<file path="config.mk">
export PLATFORM = sky130hd
export DESIGN_NAME = muldiv_unit
export DESIGN_NICKNAME = d
export VERILOG_FILES = /design/src/rtl/muldiv_unit_pkg.sv /design/src/rtl/muldiv_step.sv /design/src/rtl/muldiv_unit.sv
export SDC_FILE = /design/constraint.sdc
export NUM_CORES = 1
export LEC_CHECK = 0
export CAP_MARGIN = 0
export CORE_MARGIN = 5
export CORE_UTILIZATION = 36
export CTS_CLUSTER_SIZE = 25
export DETAILED_ROUTE_END_ITERATION = 8
export PLACE_DENSITY_LB_ADDON = 0.05
export SLEW_MARGIN = 20
export SYNTH_ARGS = -nofsm -noshare
export SYNTH_HDL_FRONTEND = slang
export SYNTH_SLANG_ARGS = --single-unit
export TNS_END_PERCENT = 5
</file>
<file path="constraint.sdc">
create_clock -name clk -period 5.8 [get_ports clk]
set_input_delay 1.16 -clock clk [delete_from_list [all_inputs] [get_ports clk]]
set_output_delay 1.16 -clock clk [all_outputs]
set_load 0.1 [all_outputs]
</file>
<file path="src/rtl/muldiv_unit_pkg.sv">
// Shared definitions for the iterative RV32M multiply/divide unit:
// funct3 encodings, FSM state type and the iteration-count helper.
package muldiv_unit_pkg;

    localparam logic [2:0] OP_MUL    = 3'd0;
    localparam logic [2:0] OP_MULH   = 3'd1;
    localparam logic [2:0] OP_MULHSU = 3'd2;
    localparam logic [2:0] OP_MULHU  = 3'd3;
    localparam logic [2:0] OP_DIV    = 3'd4;
    localparam logic [2:0] OP_DIVU   = 3'd5;
    localparam logic [2:0] OP_REM    = 3'd6;
    localparam logic [2:0] OP_REMU   = 3'd7;

    typedef enum logic [1:0] {
        S_IDLE = 2'd0,
        S_CALC = 2'd1,
        S_FIX  = 2'd2,
        S_DONE = 2'd3
    } state_e;

    // Number of CALC cycles needed to retire all WIDTH bits.
    function automatic int calc_iters(input int width, input int step);
        return width / step;
    endfunction

endpackage

</file>
<file path="src/rtl/muldiv_step.sv">
// One CALC iteration: STEP shift-add (multiply) or restoring shift-subtract
// (divide) steps over the 2*WIDTH accumulator, purely combinational.
module muldiv_step
    import muldiv_unit_pkg::*;
#(
    parameter int WIDTH = 32,
    parameter int STEP  = 1
) (
    input  logic                 div_i,
    input  logic [2*WIDTH-1:0]   acc_i,
    input  logic [WIDTH-1:0]     opd_i,
    output logic [2*WIDTH-1:0]   acc_o
);

    logic [2*WIDTH-1:0] acc_v;
    logic [WIDTH:0]     shifted;
    logic [WIDTH:0]     diff;
    logic [WIDTH:0]     sum;

    // Multiply: {hi, lo} with the multiplier in lo; add the multiplicand into hi
    // when lo[0] is set, then shift right keeping the carry.
    // Divide: {rem, quo} with the dividend in quo; shift left, trial-subtract.
    // NOTE: every variable written in this always_comb is assigned a default
    // first, so no path can leave a value held and infer a latch.
    always_comb begin
        acc_v   = acc_i;
        shifted = '0;
        diff    = '0;
        sum     = '0;
        for (int i = 0; i < STEP; i++) begin
            if (div_i) begin
                shifted = {acc_v[2*WIDTH-1:WIDTH], acc_v[WIDTH-1]};
                diff    = shifted - {1'b0, opd_i};
                if (!diff[WIDTH]) begin
                    acc_v = {diff[WIDTH-1:0], acc_v[WIDTH-2:0], 1'b1};
                end else begin
                    acc_v = {shifted[WIDTH-1:0], acc_v[WIDTH-2:0], 1'b0};
                end
            end else begin
                sum   = {1'b0, acc_v[2*WIDTH-1:WIDTH]} + (acc_v[0] ? {1'b0, opd_i} : '0);
                acc_v = {sum, acc_v[WIDTH-1:1]};
            end
        end
        acc_o = acc_v;
    end

endmodule

</file>
<file path="src/rtl/muldiv_unit.sv">
// Iterative RV32M multiply/divide unit for the EX stage: valid/ready accept,
// CALC iterations, FIX sign correction, one-cycle done pulse, flush abort.
module muldiv_unit
    import muldiv_unit_pkg::*;
#(
    parameter int WIDTH = 32,
    parameter int STEP  = 1,
    parameter int TAG_W = 5
) (
    input  logic             clk,
    input  logic             reset,
    input  logic             valid_in,
    output logic             ready_out,
    input  logic [2:0]       op,
    input  logic [WIDTH-1:0] a,
    input  logic [WIDTH-1:0] b,
    input  logic [TAG_W-1:0] tag_in,
    input  logic             flush,
    output logic             busy,
    output logic             done,
    output logic [WIDTH-1:0] result,
    output logic [TAG_W-1:0] tag_out
);

    localparam int N     = calc_iters(WIDTH, STEP);
    localparam int CNT_W = (N > 1) ? $clog2(N) : 1;
    localparam logic [CNT_W-1:0] CNT_LAST = CNT_W'(N - 1);
    localparam logic [WIDTH-1:0] MOST_NEG = {1'b1, {(WIDTH-1){1'b0}}};

    state_e             state_q, state_d;
    logic [CNT_W-1:0]   cnt_q, cnt_d;
    logic [2*WIDTH-1:0] acc_q, acc_step;
    logic [WIDTH-1:0]   opd_q;
    logic [2:0]         op_q;
    logic [TAG_W-1:0]   tag_q;
    logic               neg_q, rem_neg_q, special_q;
    logic [WIDTH-1:0]   result_q;
    logic [TAG_W-1:0]   tag_out_q;

    // Operand decode at accept time.
    logic             accept, is_div, a_signed, b_signed, a_neg, b_neg;
    logic             div_zero, overflow, special;
    logic [WIDTH-1:0] a_mag, b_mag, special_res;

    assign ready_out = (state_q == S_IDLE);
    assign busy      = (state_q == S_CALC) || (state_q == S_FIX);
    assign done      = (state_q == S_DONE);
    assign result    = result_q;
    assign tag_out   = tag_out_q;
    assign accept    = valid_in && ready_out && !flush;

    assign is_div   = op[2];
    assign a_signed = (op == OP_MULH) || (op == OP_MULHSU) || (op == OP_DIV) || (op == OP_REM);
    assign b_signed = (op == OP_MULH) || (op == OP_DIV) || (op == OP_REM);
    assign a_neg    = a_signed && a[WIDTH-1];
    assign b_neg    = b_signed && b[WIDTH-1];
    assign a_mag    = a_neg ? -a : a;
    assign b_mag    = b_neg ? -b : b;

    // op[1] separates remainder (REM/REMU) from quotient (DIV/DIVU).
    assign div_zero = is_div && (b == '0);
    assign overflow = ((op == OP_DIV) || (op == OP_REM)) && (a == MOST_NEG) && (b == '1);
    assign special  = div_zero || overflow;
    always_comb begin
        special_res = '0;
        if (div_zero) begin
            special_res = op[1] ? a : '1;
        end else if (overflow) begin
            special_res = op[1] ? '0 : a;
        end
    end

    muldiv_step #(
        .WIDTH (WIDTH),
        .STEP  (STEP)
    ) u_step (
        .div_i (op_q[2]),
        .acc_i (acc_q),
        .opd_i (opd_q),
        .acc_o (acc_step)
    );

    always_comb begin
        state_d = state_q;
        cnt_d   = cnt_q;
        unique case (state_q)
            S_IDLE: begin
                if (accept) begin
                    state_d = special ? S_FIX : S_CALC;
                    cnt_d   = CNT_LAST;
                end
            end
            S_CALC: begin
                if (cnt_q == '0) begin
                    state_d = S_FIX;
                end else begin
                    cnt_d = cnt_q - 1'b1;
                end
            end
            S_FIX:   state_d = S_DONE;
            S_DONE:  state_d = S_IDLE;
            default: state_d = S_IDLE;
        endcase
        if (flush && busy) begin
            state_d = S_IDLE;
        end
    end

    // NOTE: sequential state is updated with non-blocking assignments so every
    // register samples pre-edge values regardless of statement order.
    always_ff @(posedge clk or negedge reset) begin
        if (!reset) begin
            state_q <= S_IDLE;
            cnt_q   <= '0;
        end else begin
            state_q <= state_d;
            cnt_q   <= cnt_d;
        end
    end

    // NOTE: operand/accumulator registers are deliberately not reset; they are
    // always loaded on accept before being read, so a reset would only add fan-out.
    always_ff @(posedge clk) begin
        if (accept) begin
            op_q      <= op;
            tag_q     <= tag_in;
            neg_q     <= a_neg ^ b_neg;
            rem_neg_q <= a_neg;
            special_q <= special;
            opd_q     <= is_div ? b_mag : a_mag;
            if (special) begin
                acc_q <= {{WIDTH{1'b0}}, special_res};
            end else begin
                acc_q <= {{WIDTH{1'b0}}, is_div ? a_mag : b_mag};
            end
        end else if (state_q == S_CALC) begin
            acc_q <= acc_step;
        end
    end

    // FIX: sign correction and output selection.
    logic [2*WIDTH-1:0] prod;
    logic [WIDTH-1:0]   quo, rem, fix_res;
    assign prod = neg_q ? -acc_q : acc_q;
    assign quo  = acc_q[WIDTH-1:0];
    assign rem  = acc_q[2*WIDTH-1:WIDTH];

    always_comb begin
        fix_res = '0;
        if (special_q) begin
            fix_res = acc_q[WIDTH-1:0];
        end else if (op_q == OP_MUL) begin
            fix_res = prod[WIDTH-1:0];
        end else if (!op_q[2]) begin
            fix_res = prod[2*WIDTH-1:WIDTH];
        end else if (!op_q[1]) begin
            fix_res = neg_q ? -quo : quo;
        end else begin
            fix_res = rem_neg_q ? -rem : rem;
        end
    end

    always_ff @(posedge clk or negedge reset) begin
        if (!reset) begin
            result_q  <= '0;
            tag_out_q <= '0;
        end else if ((state_q == S_FIX) && !flush) begin
            result_q  <= fix_res;
            tag_out_q <= tag_q;
        end
    end

endmodule

</file>
==> summary.txt <==
Power and ir drop
  – Sequential power share: 26.6%
  – Int Power: 0.00461 W
  – Comb pwr share: 62.5%
  – Switch Pwr: 0.00538 W
  – Clock network power share: 10.9%
  – Switch share: 53.8%
  – Peak supply drop: 341 µV
  – Leakage power: 6.61 nW
  – PwrDens: 584 nW/µm²

Clock network
  – CTS Buf Count: 17
  – Clk buf depth: 2
  – Root buf cell: clkbuf_16
  – Worst-Skew Late Latency: 0.47 ns
  – H-tree Lvls: 4
  – Post-CTS sizing: 0
  – Hold_buf cts: 0
  – CTS tree: yes
  – Clock Sinks: 151
  – Post-CTS setup buffer count: 0
  – CTS clk-pin slew, worst paths: 0.07 ns

STA
  – Tmin final: 4.40 ns
  – Fin. max-slew vios: 0
  – RSZ-0062 raised after global routing: no
  – Final worst slack: 1.40 ns
  – Final critical-path share of the clock period: 75.9%
  – Tightest Pin Transition: 1.21 ns
  – Relative slew slack: 19.3%
  – Hold Violations, Final: 0
  – TNS Setup: 0 ns
  – Final setup viols: 0
  – Layout Skew: 0.0193 ns
  – Maximum clock frequency: 227 MHz

Worst setup path
  – FF-to-FF path depth: 14
  – Crit path from: acc_q[0]
  – Worst endpoint required time: 5.97 ns
  – Worst reg2reg endpoint: acc_q[62]
  – CP Capture Type: flop
  – Worst-path fanout max: 14
  – CP Class: reg2reg
  – Register-to-register setup slack: 1.40 ns
  – R2r startpoint: acc_q[0]
  – Crit path capture: acc_q[62]
  – WP data arrival: 4.57 ns
  – Startpoint types: flop

Detailed routing
  – Total number of vias: 14641
  – Drt drc: 0
  – Drt via density: 5.96
  – First-pass detailed-route iteration total: 5
  – Wirelength, routed: 59.8 mm
  – Antenna-violating nets left: 0
  – Wire per inst: 24.3 µm
  – Drt initial violations: 1336

Outcome
  – Outcome: finished clean

Floorplan
  – Row cnt: 74
  – Chip height: 214 µm
  – Initial Util: 36.5%
  – Core area: 40900 µm²
  – Die W: 214 µm
  – Area of the die: 45600 µm²
  – # IOs: 116

Global route
  – GRT Util Overall: 25.9%
  – Total global routing overflow: 0
  – First-pass GRT wire length: 89.3 mm
  – Largest net degree at the start of global routing: 65
  – Initial antenna violation count: 0
  – Vias in the first global route: 14152

Yosys
  – Main flop type after synthesis: edfxtp_1
  – Ys async rst share: 29.1%
  – FF+latch count, synth: 151
  – Mapped Area: 14900 µm²
  – Yosys cell types: 79
  – Syn Area/Cell: 8.01 µm²
  – Seq/Total Area, Yosys: 28.9%
  – Syn_nets: 2016
  – Post-synth EDFFs: 107
  – Syn. warnings: 0
  – Cells after synthesis: 1863

Place
  – Placed cell area: 16600 µm²
  – Inst Count DP: 2424
  – Routability congestion estimate: 0.915
  – Pre-CTS WS: 0.998 ns
  – Port bufs: 115
  – Post-detail-place hpwl: 46.2 mm

Finish
  – Final nets: 2064
  – Antenna cell count: 0
  – Layout cells sized above 1: 5.15%
  – Layout Cells excl Fill: 2456
  – Post-route cell area: 17100 µm²
  – Synthesis-to-finish area growth: 14.6%

Min path
  – Tightest Hold Check Type: reg2reg

Job
  – # Max-Cap Violations: 0
[power groups by stage]
stage	Combinational (W)	Clock, W	Sequential (W)
after CTS	0.00623	0.00111	0.00263
final	0.00624	0.00109	0.00266
after global placement	0.00620	0	0.00265
after global routing	0.00680	0.00115	0.00270
after detailed placement	0.00620	0	0.00265
after floorplan	0.00393	0	0.00304
[through the flow]
stage / total power (W) / util (%) / hold slack [ns]
after detailed placement: 0.00885 / 40.5 / 0.423
after CTS: 0.00998 / 41.8 / 0.439
final: 0.00999 / 41.8 / 0.433
after global routing: 0.0107 / 41.8 / 0.462
after floorplan: 0.00697 / - / 0.415
after global placement: 0.00885 / 40.5 / 0.419
[cells by family (layout without fill, tap and decap cells)]
group	Yosys count	after routing	share of synthesized area, %
buf+inv	189	250	4.86
compound gates	610	610	25.2
xor+xnor	191	191	11.2
mux	74	74	4.98
flops	151	151	28.9
fa+ha+maj	77	77	6.55
simple gates	571	571	18.3
[cell usage in the layout, fill, tap and decap left out, types with 5 or more instances in the layout]
master,n
o211ai_1,11
a31oi_1,23
edfxtp_1,107
and4_1,5
nor4_1,18
or4_1,17
clkdlybuf4s50_1,113
xor2_1,84
a211oi_1,17
o21ai_1,7
nand3_1,41
o22ai_1,25
xnor2_1,107
mux2i_1,72
nor2_1,163
o41ai_1,12
and2_1,9
inv_6,5
clkbuf_16,17
nand2b_1,12
nand2_1,180
nor2b_1,9
o21a_1,10
buf_4,30
a221oi_1,35
o21ai_0,153
inv_1,70
a21o_1,34
or2_2,8
a21oi_1,195
dfrtp_1,44
o21bai_1,6
o31ai_1,24
and3_1,5
nand4_1,22
or3_1,19
a22oi_1,10
ha_1,75
o221ai_1,6
nor3_1,36
[Yosys cell counts (11+ instances only)]
cell type    n  share of area (%)
a211oi_1    17               0.85
a21o_1      34                1.7
a21oi_1    196                6.6
a221oi_1    35                2.1
a31oi_1     23               0.96
buf_1       11               0.28
buf_2       13               0.44
clkbuf_1    92                2.3
dfrtp_1     44                7.4
edfxtp_1   107                 22
ha_1        75                6.3
inv_1       71                1.8
mux2i_1     72                4.8
nand2_1    180                4.5
nand2b_1    14               0.59
nand3_1     41                1.4
nand4_1     22               0.92
nor2_1     163                4.1
nor3_1      36                1.2
nor4_1      18               0.75
o211ai_1    11               0.55
o21ai_0    154                5.2
o22ai_1     25                1.0
o31ai_1     24                1.2
o41ai_1     12               0.70
or3_1       19               0.80
or4_1       17               0.85
xnor2_1    107                6.3
xor2_1      84                4.9
[worst max-delay path, stage by stage (launching register included)]
cell and delay, ns:
edfxtp_1 0.53, inv_1 0.21, buf_4 0.25, nor2_1 0.07
ha_1 0.37, a2111oi_0 0.41, o21ai_0 0.16, a21oi_1 0.21
a21oi_1 0.16, o41ai_1 0.56, o21ai_1 0.27, o22a_1 0.28
a221oi_1 0.35, xor2_1 0.18, o22ai_1 0.09
[per-layer routing]
layer	vias up	part of all wire, %	GRT usage (%)
met5	-	0	0
met4	0	2.5	7.17
li1	6989	-	-
met3	71	5.6	4.48
met1	7089	45	35.4
met2	492	47	42.5
[sequential cells by signal (all words and copies together) (netlist names)]
signal,flops
acc_q,64
cnt_q,5
neg_q,1
op_q,3
opd_q,32
rem_neg_q,1
result,32
special_q,1
state_q,2
tag_out,5
tag_q,5
[worst min-delay path by stage]
| stage | from | end | depth (start not counted) |
|---|---|---|---|
| floorplan | tag_q[0] | tag_out[0] | 2 |
| global placement | tag_q[2] | tag_out[2] | 2 |
| detailed placement | tag_q[3] | tag_out[3] | 2 |
| CTS | tag_q[3] | tag_out[3] | 2 |
| global route | tag_q[2] | tag_out[2] | 2 |
| finish | tag_q[0] | tag_out[0] | 2 |
[area by class of cell]
class / instances / area, µm²
Sequential cell: 151 / 4310
Tap cell: 532 / 666
Inverter: 73 / 274
Clock inverter: 11 / 88.8
Fill cell: 4233 / 23800
Timing Repair Buffer: 145 / 1380
Multi-Input combinational cell: 1523 / 9930
Clock buffer: 21 / 450
(Power assumes the default switching activity.)
